## src/rtl/mem_bus_master_if.sv

```systemverilog
// Request/response handshake and Avalon-MM bus signals of mem_bus_master.
// The master modport is the block's view; slave is the CPU-control/memory side.
interface mem_bus_master_if;
  // CPU-side request
  logic        req_valid;
  logic        req_ready;
  logic        req_write;
  logic [1:0]  req_size;
  logic        req_unsigned;
  logic [31:0] req_addr;
  logic [31:0] req_wdata;
  // CPU-side response
  logic        rsp_valid;
  logic [31:0] rsp_rdata;
  logic        rsp_err;
  // Avalon-MM bus
  logic [31:0] avm_address;
  logic        avm_read;
  logic        avm_write;
  logic [3:0]  avm_byteenable;
  logic [31:0] avm_writedata;
  logic [31:0] avm_readdata;
  logic        avm_waitrequest;

  modport master (
    input  req_valid, req_write, req_size, req_unsigned, req_addr, req_wdata,
    input  avm_readdata, avm_waitrequest,
    output req_ready, rsp_valid, rsp_rdata, rsp_err,
    output avm_address, avm_read, avm_write, avm_byteenable, avm_writedata
  );

  modport slave (
    output req_valid, req_write, req_size, req_unsigned, req_addr, req_wdata,
    output avm_readdata, avm_waitrequest,
    input  req_ready, rsp_valid, rsp_rdata, rsp_err,
    input  avm_address, avm_read, avm_write, avm_byteenable, avm_writedata
  );
endinterface

```

## src/rtl/mem_bus_master.sv

```systemverilog
// Memory-side bus master for the multicycle MIPS CPU. Runs one fetch/load/store
// as a single Avalon-MM transfer, aligns store lanes, extends load data and
// returns a one-cycle response pulse.
module mem_bus_master #(
  parameter int unsigned TIMEOUT_CYCLES = 255
) (
  input logic              clk,
  input logic              reset_n,
  mem_bus_master_if.master bus
);

  // Counter only needs to reach TIMEOUT_CYCLES; keep at least one bit when disabled.
  localparam int unsigned CntW = (TIMEOUT_CYCLES < 2) ? 1 : $clog2(TIMEOUT_CYCLES + 1);

  localparam logic [1:0] SzByte = 2'd0;
  localparam logic [1:0] SzHalf = 2'd1;
  localparam logic [1:0] SzWord = 2'd2;

  typedef enum logic [1:0] {StIdle, StBus, StResp} state_e;

  state_e          state_q;
  logic            req_ready_q;
  logic            rsp_valid_q;
  logic            rsp_err_q;
  logic [31:0]     rsp_rdata_q;
  logic [31:0]     avm_address_q;
  logic            avm_read_q;
  logic            avm_write_q;
  logic [3:0]      avm_be_q;
  logic [31:0]     avm_wdata_q;
  logic [CntW-1:0] wait_cnt_q;
  logic [1:0]      size_q;
  logic            unsigned_q;
  logic [1:0]      lane_q;

  logic            req_bad;
  logic [3:0]      st_be;
  logic [31:0]     st_wdata;
  logic [7:0]      ld_byte;
  logic [15:0]     ld_half;
  logic [31:0]     ld_data;
  logic [CntW-1:0] wait_next;
  logic            timeout_hit;

  // Decode the incoming request: legality, store byte lanes and replicated data.
  always_comb begin
    req_bad  = 1'b0;
    st_be    = 4'b1111;
    st_wdata = bus.req_wdata;
    case (bus.req_size)
      SzByte: begin
        st_be    = 4'b0001 << bus.req_addr[1:0];
        st_wdata = {4{bus.req_wdata[7:0]}};
      end
      SzHalf: begin
        req_bad  = bus.req_addr[0];
        st_be    = bus.req_addr[1] ? 4'b1100 : 4'b0011;
        st_wdata = {2{bus.req_wdata[15:0]}};
      end
      SzWord:  req_bad = |bus.req_addr[1:0];
      default: req_bad = 1'b1;
    endcase
  end

  // Extract and extend load data from the lane captured at acceptance.
  always_comb begin
    ld_byte = 8'(bus.avm_readdata >> {lane_q, 3'b000});
    ld_half = 16'(bus.avm_readdata >> {lane_q[1], 4'b0000});
    case (size_q)
      SzByte:  ld_data = unsigned_q ? {24'b0, ld_byte} : {{24{ld_byte[7]}}, ld_byte};
      SzHalf:  ld_data = unsigned_q ? {16'b0, ld_half} : {{16{ld_half[15]}}, ld_half};
      default: ld_data = bus.avm_readdata;
    endcase
  end

  assign wait_next   = wait_cnt_q + CntW'(1);
  assign timeout_hit = (TIMEOUT_CYCLES != 0) && (wait_next == CntW'(TIMEOUT_CYCLES));

  // Transfer FSM; every output is a register so strobes drop at once on reset.
  always_ff @(posedge clk or negedge reset_n) begin
    if (!reset_n) begin
      state_q       <= StIdle;
      req_ready_q   <= 1'b0;
      rsp_valid_q   <= 1'b0;
      rsp_err_q     <= 1'b0;
      rsp_rdata_q   <= '0;
      avm_address_q <= '0;
      avm_read_q    <= 1'b0;
      avm_write_q   <= 1'b0;
      avm_be_q      <= '0;
      avm_wdata_q   <= '0;
      wait_cnt_q    <= '0;
      size_q        <= '0;
      unsigned_q    <= 1'b0;
      lane_q        <= '0;
    end else begin
      unique case (state_q)
        StIdle: begin
          if (!req_ready_q) begin
            // First cycle after reset: advertise readiness before accepting.
            req_ready_q <= 1'b1;
          end else if (bus.req_valid) begin
            req_ready_q <= 1'b0;
            size_q      <= bus.req_size;
            unsigned_q  <= bus.req_unsigned;
            lane_q      <= bus.req_addr[1:0];
            if (req_bad) begin
              state_q     <= StResp;
              rsp_valid_q <= 1'b1;
              rsp_err_q   <= 1'b1;
              rsp_rdata_q <= '0;
            end else begin
              state_q       <= StBus;
              wait_cnt_q    <= '0;
              avm_address_q <= {bus.req_addr[31:2], 2'b00};
              avm_read_q    <= !bus.req_write;
              avm_write_q   <= bus.req_write;
              avm_be_q      <= bus.req_write ? st_be : 4'b1111;
              avm_wdata_q   <= bus.req_write ? st_wdata : 32'h0;
            end
          end
        end
        StBus: begin
          if (!bus.avm_waitrequest) begin
            state_q     <= StResp;
            avm_read_q  <= 1'b0;
            avm_write_q <= 1'b0;
            rsp_valid_q <= 1'b1;
            rsp_err_q   <= 1'b0;
            rsp_rdata_q <= avm_read_q ? ld_data : 32'h0;
          end else if (timeout_hit) begin
            state_q     <= StResp;
            avm_read_q  <= 1'b0;
            avm_write_q <= 1'b0;
            rsp_valid_q <= 1'b1;
            rsp_err_q   <= 1'b1;
            rsp_rdata_q <= '0;
          end else begin
            wait_cnt_q <= wait_next;
          end
        end
        StResp: begin
          state_q     <= StIdle;
          req_ready_q <= 1'b1;
          rsp_valid_q <= 1'b0;
          rsp_err_q   <= 1'b0;
          rsp_rdata_q <= '0;
        end
        default: begin
          state_q <= StIdle;
        end
      endcase
    end
  end

  assign bus.req_ready      = req_ready_q;
  assign bus.rsp_valid      = rsp_valid_q;
  assign bus.rsp_err        = rsp_err_q;
  assign bus.rsp_rdata      = rsp_rdata_q;
  assign bus.avm_address    = avm_address_q;
  assign bus.avm_read       = avm_read_q;
  assign bus.avm_write      = avm_write_q;
  assign bus.avm_byteenable = avm_be_q;
  assign bus.avm_writedata  = avm_wdata_q;

endmodule
```

## src/flat_wrapper.sv

```systemverilog
// flat-port wrapper written by rule: the top's interface ports become plain ports
module mem_bus_master_flat 
#(
  parameter int unsigned TIMEOUT_CYCLES = 255
)
  (clk, reset_n, bus_req_valid, bus_req_write, bus_req_size, bus_req_unsigned, bus_req_addr, bus_req_wdata, bus_avm_readdata, bus_avm_waitrequest, bus_req_ready, bus_rsp_valid, bus_rsp_rdata, bus_rsp_err, bus_avm_address, bus_avm_read, bus_avm_write, bus_avm_byteenable, bus_avm_writedata);
  mem_bus_master_if bus_i ();
  input logic clk;
  input logic reset_n;
  input wire logic [$bits(bus_i.req_valid)-1:0] bus_req_valid;
  input wire logic [$bits(bus_i.req_write)-1:0] bus_req_write;
  input wire logic [$bits(bus_i.req_size)-1:0] bus_req_size;
  input wire logic [$bits(bus_i.req_unsigned)-1:0] bus_req_unsigned;
  input wire logic [$bits(bus_i.req_addr)-1:0] bus_req_addr;
  input wire logic [$bits(bus_i.req_wdata)-1:0] bus_req_wdata;
  input wire logic [$bits(bus_i.avm_readdata)-1:0] bus_avm_readdata;
  input wire logic [$bits(bus_i.avm_waitrequest)-1:0] bus_avm_waitrequest;
  output wire logic [$bits(bus_i.req_ready)-1:0] bus_req_ready;
  output wire logic [$bits(bus_i.rsp_valid)-1:0] bus_rsp_valid;
  output wire logic [$bits(bus_i.rsp_rdata)-1:0] bus_rsp_rdata;
  output wire logic [$bits(bus_i.rsp_err)-1:0] bus_rsp_err;
  output wire logic [$bits(bus_i.avm_address)-1:0] bus_avm_address;
  output wire logic [$bits(bus_i.avm_read)-1:0] bus_avm_read;
  output wire logic [$bits(bus_i.avm_write)-1:0] bus_avm_write;
  output wire logic [$bits(bus_i.avm_byteenable)-1:0] bus_avm_byteenable;
  output wire logic [$bits(bus_i.avm_writedata)-1:0] bus_avm_writedata;
  assign bus_i.req_valid = bus_req_valid;
  assign bus_i.req_write = bus_req_write;
  assign bus_i.req_size = bus_req_size;
  assign bus_i.req_unsigned = bus_req_unsigned;
  assign bus_i.req_addr = bus_req_addr;
  assign bus_i.req_wdata = bus_req_wdata;
  assign bus_i.avm_readdata = bus_avm_readdata;
  assign bus_i.avm_waitrequest = bus_avm_waitrequest;
  assign bus_req_ready = bus_i.req_ready;
  assign bus_rsp_valid = bus_i.rsp_valid;
  assign bus_rsp_rdata = bus_i.rsp_rdata;
  assign bus_rsp_err = bus_i.rsp_err;
  assign bus_avm_address = bus_i.avm_address;
  assign bus_avm_read = bus_i.avm_read;
  assign bus_avm_write = bus_i.avm_write;
  assign bus_avm_byteenable = bus_i.avm_byteenable;
  assign bus_avm_writedata = bus_i.avm_writedata;
  mem_bus_master #(.TIMEOUT_CYCLES(TIMEOUT_CYCLES)) u_core (.clk(clk), .reset_n(reset_n), .bus(bus_i));
endmodule
```

## config.mk

```make
export PLATFORM = sky130hd
export DESIGN_NAME = mem_bus_master_flat
export DESIGN_NICKNAME = d
export VERILOG_FILES = /design/src/rtl/mem_bus_master_if.sv /design/src/rtl/mem_bus_master.sv /design/src/flat_wrapper.sv
export SDC_FILE = /design/constraint.sdc
export NUM_CORES = 1
export LEC_CHECK = 0
export ABC_AREA = 0
export CORE_MARGIN = 1
export CORE_UTILIZATION = 49
export CTS_CLUSTER_DIAMETER = 150
export CTS_CLUSTER_SIZE = 24
export DETAILED_ROUTE_END_ITERATION = 8
export HOLD_SLACK_MARGIN = 0.02
export PLACE_DENSITY = 0.87
export SLEW_MARGIN = 20
export SYNTH_ARGS = -nofsm -noshare
export SYNTH_HDL_FRONTEND = slang
export SYNTH_SLANG_ARGS = --single-unit
```

## constraint.sdc

```tcl
create_clock -name clk -period 4.5 [get_ports clk]
set_input_delay 0.675 -clock clk [delete_from_list [all_inputs] [get_ports clk]]
set_output_delay 0.675 -clock clk [all_outputs]
set_load 0.03 [all_outputs]
```

==> impl_metrics.tcl, run 1 <==
set metrics [dict create \
    critPathArrivalTime_ns 3.45 \
    startpoint "u_core.lane_q[1]" \
    ant_nets 0 \
    cts_inserted_buffers 17 \
    crit_required_ns 4.76 \
    hpwl_mm 11.68 \
    rsz0062_at_grt "no" \
    synth_compound_area_frac 0.1618 \
    cts_sinks 118 \
    grt_pass1_vias 5193 \
    drc_errors 0 \
    wl_mm 16.66 \
    htreeDepth 4 \
    avgSynthCellArea_sq_um 10.39 \
    port_buffers 206 \
    p_per_area_mw_per_mm2 711.1 \
    cts_buffer_depth 2 \
    num_vias 5065 \
    hold_buffers 0 \
    synthCells 551 \
    initialDrtViolationCount 324 \
    regArea_sq_mm 0.002953 \
    worstSetupEndpoint "u_core.bus.rsp_rdata[25]" \
    skew_ns 0.009523 \
    row_count 39 \
    ys_ff_latch 118 \
    utilization 0.7414 \
    r2r_slack_ns 1.31 \
    cap_violations 0 \
    clk_latency_ns 0.41 \
    ir_worst_vdd_mv 0.4286 \
    drive_gt1_frac 0.1285 \
    critPathLaunchType "flip-flop" \
    slew_violations 0 \
    syn_area_sq_mm 0.005723 \
    synth-simple-area-share 0.1393 \
    fill_cells 783 \
    dr.pass1.iters 5 \
    syn2layout_area_growth_pct 47.92 \
    die_area_sq_mm 0.01212 \
    cts_resized 0 \
    maxSlewHeadroom 0.3432 \
    cts_tree "built" \
    cp-end-kind "flip-flop" \
    cts_setup_buffers 0 \
    worstSetupPathType "reg -> reg" \
    synth_edf_count 0 \
    worst_pin_slew_ns 0.9852 \
    antennaDiodeCount 0 \
    grt_max_degree 69 \
    async_flop_share 1.000 \
    synth.yosys.seq_area_share 0.5160 \
    muxShareOfSynthArea 0.1345 \
    place_congestion 0.8924 \
    initial_core_util 0.5012 \
    die_height_um 110.1 \
    fmax_ghz 0.3138 \
    multi_input_area_sq_mm 0.002550 \
    min_period_over_period 0.7082 \
    reg2reg_from "u_core.lane_q[1]" \
    hold_viol_final 0 \
    setup-tns-final_ns 0 \
    synth_ff_type "dfrtp_1" \
    antenna_found_initial 0 \
    grt_overflow 0 \
    clk_pin_slew_ns 0.05 \
    wl_per_cell_um 18.55 \
    outcome "finished, final reports clean" \
    cts-root-buf "clkbuf_16" \
    synth-xor-area-share 0.003061 \
    synth_top_family_by_area "compound AO/OA/AOI/OAI gates" \
    boundaryPins 209 \
    yosys_warnings 0 \
    min_period_ns 3.187 \
    synthDistinctLibCells 50 \
    crit_fanout 23 \
    setup_viol 0 \
    r2r-end "u_core.bus.rsp_rdata[25]" \
    grt_usage 0.2890 \
    vias_per_cell 5.640 \
    coreArea_sq_mm 0.01142 \
    p_leak_nw 3.719 \
    reg2regPathDepth 5 \
    final_nets 848 \
    grt_pass1_wl_mm 26.12 \
    hp-class "in -> async" \
    yosys.area_share.adder 0.004373 \
    die_x_um 110.1 \
]
-- layout make-up --
class                   count  share of cell area
multi-input cells         379              0.3012
clock inverters             8             0.01700
inverters                  15            0.006651
repair buffers            211              0.2471
flip-flops and latches    118              0.3488
well taps                 143             0.02114
clock buffers              24             0.05808
-- through the flow --
step	setup WS [ns]	instance area [sq um]	std cells	hold WS, ns	total power, W
after global routing	1.149	8466	898	0.4410	0.006319
after CTS	1.388	8466	898	0.4131	0.006036
final	1.313	8466	898	0.3727	0.006020
after global placement	1.325	7835	866	0.4605	0.004458
after floorplan	2.134	5727	552	0.3794	0.003638
after detailed placement	1.272	7830	866	0.4709	0.004549
-- state kept, by name, summed over array words and instances, names as in the netlist --
register and cells:
u_core.state_q 2, u_core.unsigned_q 1, u_core.bus.req_ready 1, u_core.bus.avm_byteenable 4, u_core.bus.avm_write 1, u_core.bus.rsp_rdata 32
u_core.bus.avm_read 1, u_core.bus.rsp_valid 1, u_core.bus.rsp_err 1, u_core.wait_cnt_q 8, u_core.size_q 2, u_core.bus.avm_address 30
u_core.lane_q 2, u_core.bus.avm_writedata 32
-- layout by cell type (no fill, tap or decap), types with 5 or more instances in the layout --
cell type        netlist  final
clkdlybuf4s50_1        0    204
dfrtp_1              118    118
nand2_1               93     92
o21ai_0               55     55
mux2_2                51     51
nor2_1                22     22
nor2b_1               19     19
o2bb2ai_1             18     18
clkbuf_16              0     17
inv_1                 15     15
mux2i_1               15     15
nand2b_1               9      9
a31oi_1                9      9
a21oi_1                8      8
a221oi_1               8      8
a21o_1                 8      8
buf_4                  3      6
nand3_1                5      5
a22o_1                 5      5
-- power by group --
part | switching (W) | internal, W | total, W
sequential | 0.000374 | 0.00147 | 0.00185
combinational | 0.00155 | 0.00117 | 0.00272
clock | 0.000469 | 0.000984 | 0.00145
-- worst min path at each step --
stage,slack [ns],end,start,depth (start not counted)
finish,0.37,u_core.bus.rsp_rdata[21],reset_n,1
global route,0.44,u_core.bus.rsp_rdata[21],reset_n,1
CTS,0.41,u_core.bus.rsp_rdata[21],reset_n,1
detailed placement,0.47,u_core.bus.rsp_rdata[15],u_core.bus.rsp_rdata[15],1
global placement,0.46,u_core.bus.avm_writedata[30],u_core.bus.avm_writedata[30],2
floorplan,0.38,u_core.bus.avm_address[10],reset_n,0
-- metal layers --
| metal | up-vias | track usage | part of all wire |
|---|---|---|---|
| met5 | - | 0 | 0 |
| met4 | 0 | 0.1105 | 0.024 |
| met3 | 36 | 0.1070 | 0.10 |
| met2 | 277 | 0.4866 | 0.49 |
| met1 | 2438 | 0.3350 | 0.38 |
| li1 | 2314 | - | - |
-- synthesized netlist by cell type (3+ instances only) --
cell / n / share of area
nor2b_1: 19 / 0.021
nor3_1: 4 / 0.0035
nand2_1: 93 / 0.061
buf_2: 5 / 0.0044
dfrtp_1: 118 / 0.52
clkbuf_1: 26 / 0.017
a31oi_1: 9 / 0.0098
mux2i_1: 15 / 0.026
a21o_1: 8 / 0.010
nand3_1: 5 / 0.0044
buf_4: 3 / 0.0039
and2_1: 3 / 0.0033
inv_1: 15 / 0.0098
o221ai_1: 3 / 0.0046
buf_1: 5 / 0.0033
nand2b_1: 9 / 0.0098
mux2_2: 51 / 0.10
o2bb2ai_1: 18 / 0.028
a221oi_1: 8 / 0.012
o21a_1: 4 / 0.0052
o21ai_0: 55 / 0.048
a22o_1: 5 / 0.0077
a21bo_1: 3 / 0.0052
a2bb2oi_1: 3 / 0.0046
a21oi_1: 8 / 0.0070
nand3b_1: 3 / 0.0039
nor2_1: 22 / 0.014
-- logic make-up (layout without fill, tap and decap cells) --
logic type | count (synthesis) | count (layout)
AND/OR/NAND/NOR | 170 | 170
AO/OA/AOI/OAI | 134 | 134
flip-flops | 118 | 118
multiplexers | 69 | 69
buffers and inverters | 55 | 258
adder cells (fa/ha/maj) | 2 | 2
XOR/XNOR | 2 | 2
other | 1 | 2
-- critical path: stages (launching register included) --
cell       delay [ns]
dfrtp_1          0.88
mux4_2           0.59
a21oi_1          0.65
o21ai_0          0.23
nand2_1          0.51
o2bb2ai_1        0.18
No activity file was read; power rests on OpenSTA's default activity.
==> run 2: changes to the inputs <==
--- a/config.mk
+++ b/config.mk
@@ -7,12 +7,12 @@
 export LEC_CHECK = 0
 export ABC_AREA = 0
 export CORE_MARGIN = 1
-export CORE_UTILIZATION = 49
+export CORE_UTILIZATION = 41
 export CTS_CLUSTER_DIAMETER = 150
 export CTS_CLUSTER_SIZE = 24
 export DETAILED_ROUTE_END_ITERATION = 8
 export HOLD_SLACK_MARGIN = 0.02
-export PLACE_DENSITY = 0.87
+export PLACE_DENSITY = 0.78
 export SLEW_MARGIN = 20
 export SYNTH_ARGS = -nofsm -noshare
 export SYNTH_HDL_FRONTEND = slang
==> constraint.sdc (replaced) <==
create_clock -name clk -period 2.62 [get_ports clk]
set_input_delay 0.393 -clock clk [delete_from_list [all_inputs] [get_ports clk]]
set_output_delay 0.393 -clock clk [all_outputs]
set_load 0.03 [all_outputs]
==> impl_metrics.tcl, run 2 (synthesized netlist as in run 1, its figures left out) <==
set metrics [dict create \
    outcome "finished, final reports clean" \
    placed_cell_area_sq_mm 0.008049 \
    antenna_found_initial 0 \
    vias_per_cell 5.270 \
    initial_core_util 0.4254 \
    cts_setup_buffers 0 \
    cts-root-buf "clkbuf_16" \
    maxSlewHeadroom 0.5582 \
    cts_resized 0 \
    critPathArrivalTime_ns 2.64 \
    min_period_ns 2.317 \
    wl_mm 16.47 \
    critPathLaunchType "flip-flop" \
    hpwl_mm 12.11 \
    die_height_um 120.1 \
    worst_pin_slew_ns 0.6627 \
    setup-tns-final_ns 0 \
    grt_overflow 0 \
    fill_cells 1098 \
    cts_tree "built" \
    fin_area_sq_mm 0.008638 \
    setup_viol 0 \
    num_vias 5001 \
    boundaryPins 209 \
    grt_pass1_wl_mm 26.26 \
    slew_violations 0 \
    die_x_um 120.1 \
    drive_gt1_frac 0.1501 \
    grt_max_degree 50 \
    cts_sinks 118 \
    p_per_area_mw_per_mm2 1184 \
    rsz0062_at_grt "no" \
    htreeDepth 4 \
    port_buffers 206 \
    place_congestion 0.8790 \
    cts_inserted_buffers 17 \
    cp-end-kind "flip-flop" \
    ir_worst_vdd_mv 0.7567 \
    grt_pass1_vias 5130 \
    mostFrequentLayoutCell "clkdlybuf4s50_1" \
    drc_errors 0 \
    crit_required_ns 2.94 \
    cap_violations 0 \
    coreArea_sq_mm 0.01345 \
    p_leak_nw 3.790 \
    hp-class "in -> async" \
    final_cell_mix "clkdlybuf4s50_1, dfrtp_1, nand2_1, o21ai_0, mux2_2" \
    clk_latency_ns 0.41 \
    fmax_ghz 0.4315 \
    hold_buffers 0 \
    wl_per_cell_um 17.36 \
    min_period_over_period 0.8845 \
    syn2layout_area_growth_pct 50.94 \
    crit_fanout 16 \
    initialDrtViolationCount 342 \
    row_count 42 \
    die_area_sq_mm 0.01443 \
    ant_nets 0 \
    hold_viol_final 0 \
    cts_buffer_depth 2 \
    grt_usage 0.2380 \
    antennaDiodeCount 0 \
    final_nets 866 \
    skew_ns 0.007045 \
    total_power_w 0.01023 \
    clk_pin_slew_ns 0.05 \
    worstSetupPathType "reg -> reg" \
    dr.pass1.iters 5 \
]
-- run 2: cell count changes in the layout (fill, tap and decap cells not counted) --
cell	change
buf_4	+15
clkbuf_8	-4
buf_12	+3
clkinv_2	+3
clkinvlp_4	+3
clkbuf_1	-2
buf_2	-1
bufinv_16	-1
clkdlybuf4s50_1	+1
clkinv_4	+1
-- run 2: stage by stage --
step	cells	hold slack, ns	utilization	setup slack [ns]
after floorplan	552	0.09741	-	0.4659
after global placement	917	0.4620	0.5983	0.2648
after detailed placement	917	0.4697	0.5983	0.2242
after CTS	949	0.03097	0.6421	0.2788
after global routing	949	0.05080	0.6421	0.06050
final	949	0.01056	0.6421	0.3027
-- run 2: critical path, cell delays in order (launching register included) --
cell and delay (ns):
dfrtp_1 0.62, nand2b_1 0.27, nor2_1 0.27, and2_1 0.36, nand2_1 0.42, o2bb2ai_1 0.29
-- run 2: path summary, 6_finish.rpt --
path,from,to,slack [ns],depth (start not counted)
min,reset_n,u_core.bus.avm_address[10],0.01,1
max,u_core.state_q[0],u_core.bus.rsp_rdata[19],0.30,5
max in group asynchronous,reset_n,u_core.bus.rsp_rdata[22],1.90,2
max reg2reg,u_core.state_q[0],u_core.bus.rsp_rdata[19],0.30,5
min reg2reg,u_core.bus.avm_writedata[26],u_core.bus.avm_writedata[26],0.48,2
min in group clk,u_core.bus.avm_writedata[26],u_core.bus.avm_writedata[26],0.48,2
-- run 2: layout make-up --
cell class              count  area (sq um)  share of cell area
flip-flops and latches    118          2953              0.3418
multi-input cells         379          2550              0.2952
repair buffers            229          2270              0.2627
clock buffers              18         429.2             0.04968
well taps                 176         220.2             0.02549
clock inverters            14         160.2             0.01854
inverters                  15         56.30            0.006518
-- run 2: layer usage --
metal | vias to the layer above | GRT usage | part of all wire
met4 | 0 | 0.09609 | 0.021
met1 | 2386 | 0.2843 | 0.40
met3 | 24 | 0.08413 | 0.10
met5 | - | 0 | 0
li1 | 2346 | - | -
met2 | 245 | 0.3890 | 0.48
-- run 2: report_power, final --
group | leakage (nW) | total (W) | switching [W] | internal, W
sequential | 1.51 | 0.00304 | 0.000510 | 0.00253
combinational | 1.99 | 0.00487 | 0.00273 | 0.00215
clock | 0.285 | 0.00231 | 0.000826 | 0.00148
total | 3.79 | 0.0102 | 0.00406 | 0.00616
==> run 3: changes to the inputs <==
--- a/config.mk
+++ b/config.mk
@@ -13,6 +13,7 @@
 export DETAILED_ROUTE_END_ITERATION = 8
 export HOLD_SLACK_MARGIN = 0.02
 export PLACE_DENSITY = 0.78
+export REMOVE_ABC_BUFFERS = 1
 export SLEW_MARGIN = 20
 export SYNTH_ARGS = -nofsm -noshare
 export SYNTH_HDL_FRONTEND = slang
==> impl_metrics.tcl, run 3 (synthesized netlist as in run 1, its figures left out) <==
set metrics [dict create \
    grt_overflow 0 \
    cap_violations 0 \
    instances_no_fill 949 \
    boundaryPins 209 \
    p_leak_nw 3.765 \
    place_congestion 0.8173 \
    cts-root-buf "clkbuf_16" \
    fmax_ghz 0.4340 \
    maxSlewHeadroom 0.5759 \
    final_cell_mix "clkdlybuf4s50_1, dfrtp_1, nand2_1, o21ai_0, mux2_2" \
    crit_required_ns 2.91 \
    comb_power_share 0.482 \
    syn2layout_area_growth_pct 50.39 \
    critPathLaunchType "flip-flop" \
    coreArea_sq_mm 0.01345 \
    p_per_area_mw_per_mm2 1176 \
    wl_mm 16.52 \
    outcome "finished, final reports clean" \
    grt_pass1_vias 5293 \
    hpwl_mm 11.98 \
    worstSetupPathType "reg -> reg" \
    p_sw_w 0.004139 \
    dr.pass1.iters 5 \
    worst_pin_slew_ns 0.6361 \
    vias_per_cell 5.317 \
    final_nets 867 \
    grt_pass1_wl_mm 26.55 \
    skew_ns 0.007441 \
    crit_fanout 9 \
    drc_errors 0 \
    min_period_ns 2.304 \
    hold_viol_final 0 \
    fin_area_sq_mm 0.008607 \
    critPathArrivalTime_ns 2.60 \
    grt_usage 0.2372 \
    utilization 0.6398 \
    setup-tns-final_ns 0 \
    r2r_slack_ns 0.32 \
    r2r-end "u_core.bus.avm_read" \
    reg2reg_from "u_core.wait_cnt_q[2]" \
    wl_per_cell_um 17.41 \
    p_int_w 0.005985 \
    grt_max_degree 65 \
    cts_sinks 118 \
    cts_resized 0 \
    row_count 42 \
    initialDrtViolationCount 313 \
    worstSetupEndpoint "u_core.bus.avm_read" \
    reg2regPathDepth 5 \
    cts_buffer_depth 2 \
    startpoint "u_core.wait_cnt_q[2]" \
    antennaDiodeCount 0 \
    die_x_um 120.1 \
    cts_tree "built" \
    placed_cell_area_sq_mm 0.008049 \
    setup_viol 0 \
    cts_inserted_buffers 17 \
    slew_violations 0 \
    rsz0062_at_grt "no" \
    htreeDepth 4 \
    port_buffers 206 \
    post-place-cells 917 \
    initial_core_util 0.4254 \
    clkPwrFrac 0.214 \
    num_vias 5046 \
    whs_ns 0.4844 \
    drive_gt1_frac 0.1501 \
    mostFrequentLayoutCell "clkdlybuf4s50_1" \
    cp-end-kind "flip-flop" \
    min_period_over_period 0.8794 \
    seqPwrFrac 0.304 \
    hp-class "reg -> reg" \
    switching_share 0.4088 \
    die_area_sq_mm 0.01443 \
    ant_nets 0 \
    die_height_um 120.1 \
    antenna_found_initial 0 \
    clk_pin_slew_ns 0.05 \
    ir_worst_vdd_mv 0.6550 \
    clk_latency_ns 0.42 \
]
run 3: cell types whose count changed in the layout (fill, tap and decap cells not counted), sizes merged:
cell | previous run | this run
bufinv | 3 | 1
clkinv | 8 | 5
clkinvlp | 3 | 6
dlygate4sd3 | 0 | 1
inv | 15 | 16
run 3: worst min path at each step:
stage / from / end / cells past startpoint
5_1_grt: u_core.bus.rsp_rdata[18] / u_core.bus.rsp_rdata[18] / 1
3_3_place_gp: reset_n / u_core.bus.rsp_rdata[0] / 1
4_1_cts: reset_n / u_core.bus.rsp_rdata[15] / 2
6_report: u_core.bus.rsp_rdata[10] / u_core.bus.rsp_rdata[10] / 1
3_5_place_dp: reset_n / u_core.bus.rsp_rdata[0] / 1
2_1_floorplan: reset_n / u_core.bus.avm_address[10] / 0
run 3: through the flow:
step | setup WS [ns] | total power [W]
CTS | 0.3212 | 0.01018
finish | 0.3159 | 0.01012
floorplan | -0.7626 | 0.005762
detailed placement | 0.1918 | 0.007962
global placement | 0.2722 | 0.007823
global route | 0.1843 | 0.01064
run 3: repair_timing:
action / CTS / global route
hold endpoints to repair: 32 / 0
setup endpoints to repair: 0 / 0
buffers inserted: 0 / 0
hold buffers: 1 / 0
run 3: layout make-up:
| type | count | area (sq um) |
|---|---|---|
| clock inverter | 13 | 108.9 |
| clock buffer | 18 | 439.2 |
| fill | 1064 | 4846 |
| tap | 176 | 220.2 |
| sequential | 118 | 2953 |
| multi-input combinational | 379 | 2550 |
| timing repair buffer | 230 | 2280 |
| inverter | 15 | 56.30 |
run 3: power by group through the flow:
stage	Clock [W]	Combinational (W)	Sequential, W
2_1_floorplan	0	0.00148	0.00428
3_3_place_gp	0	0.00478	0.00304
3_5_place_dp	0	0.00487	0.00309
4_1_cts	0.00220	0.00490	0.00308
5_1_grt	0.00228	0.00519	0.00317
6_report	0.00217	0.00488	0.00308
run 3: critical path: stages (launching register included):
cell and delay (ns):
dfrtp_1 0.47, nand3_2 0.16, or3_1 0.37, a311oi_4 0.53, nand3_1 0.24, a221o_1 0.40
run 3: per-layer routing:
layer / vias up / part of all wire / GRT usage
met1: 2419 / 0.40 / 0.2776
met3: 23 / 0.11 / 0.09173
met5: - / 0 / 0
met4: 0 / 0.020 / 0.08984
met2: 254 / 0.47 / 0.3912
li1: 2350 / - / -
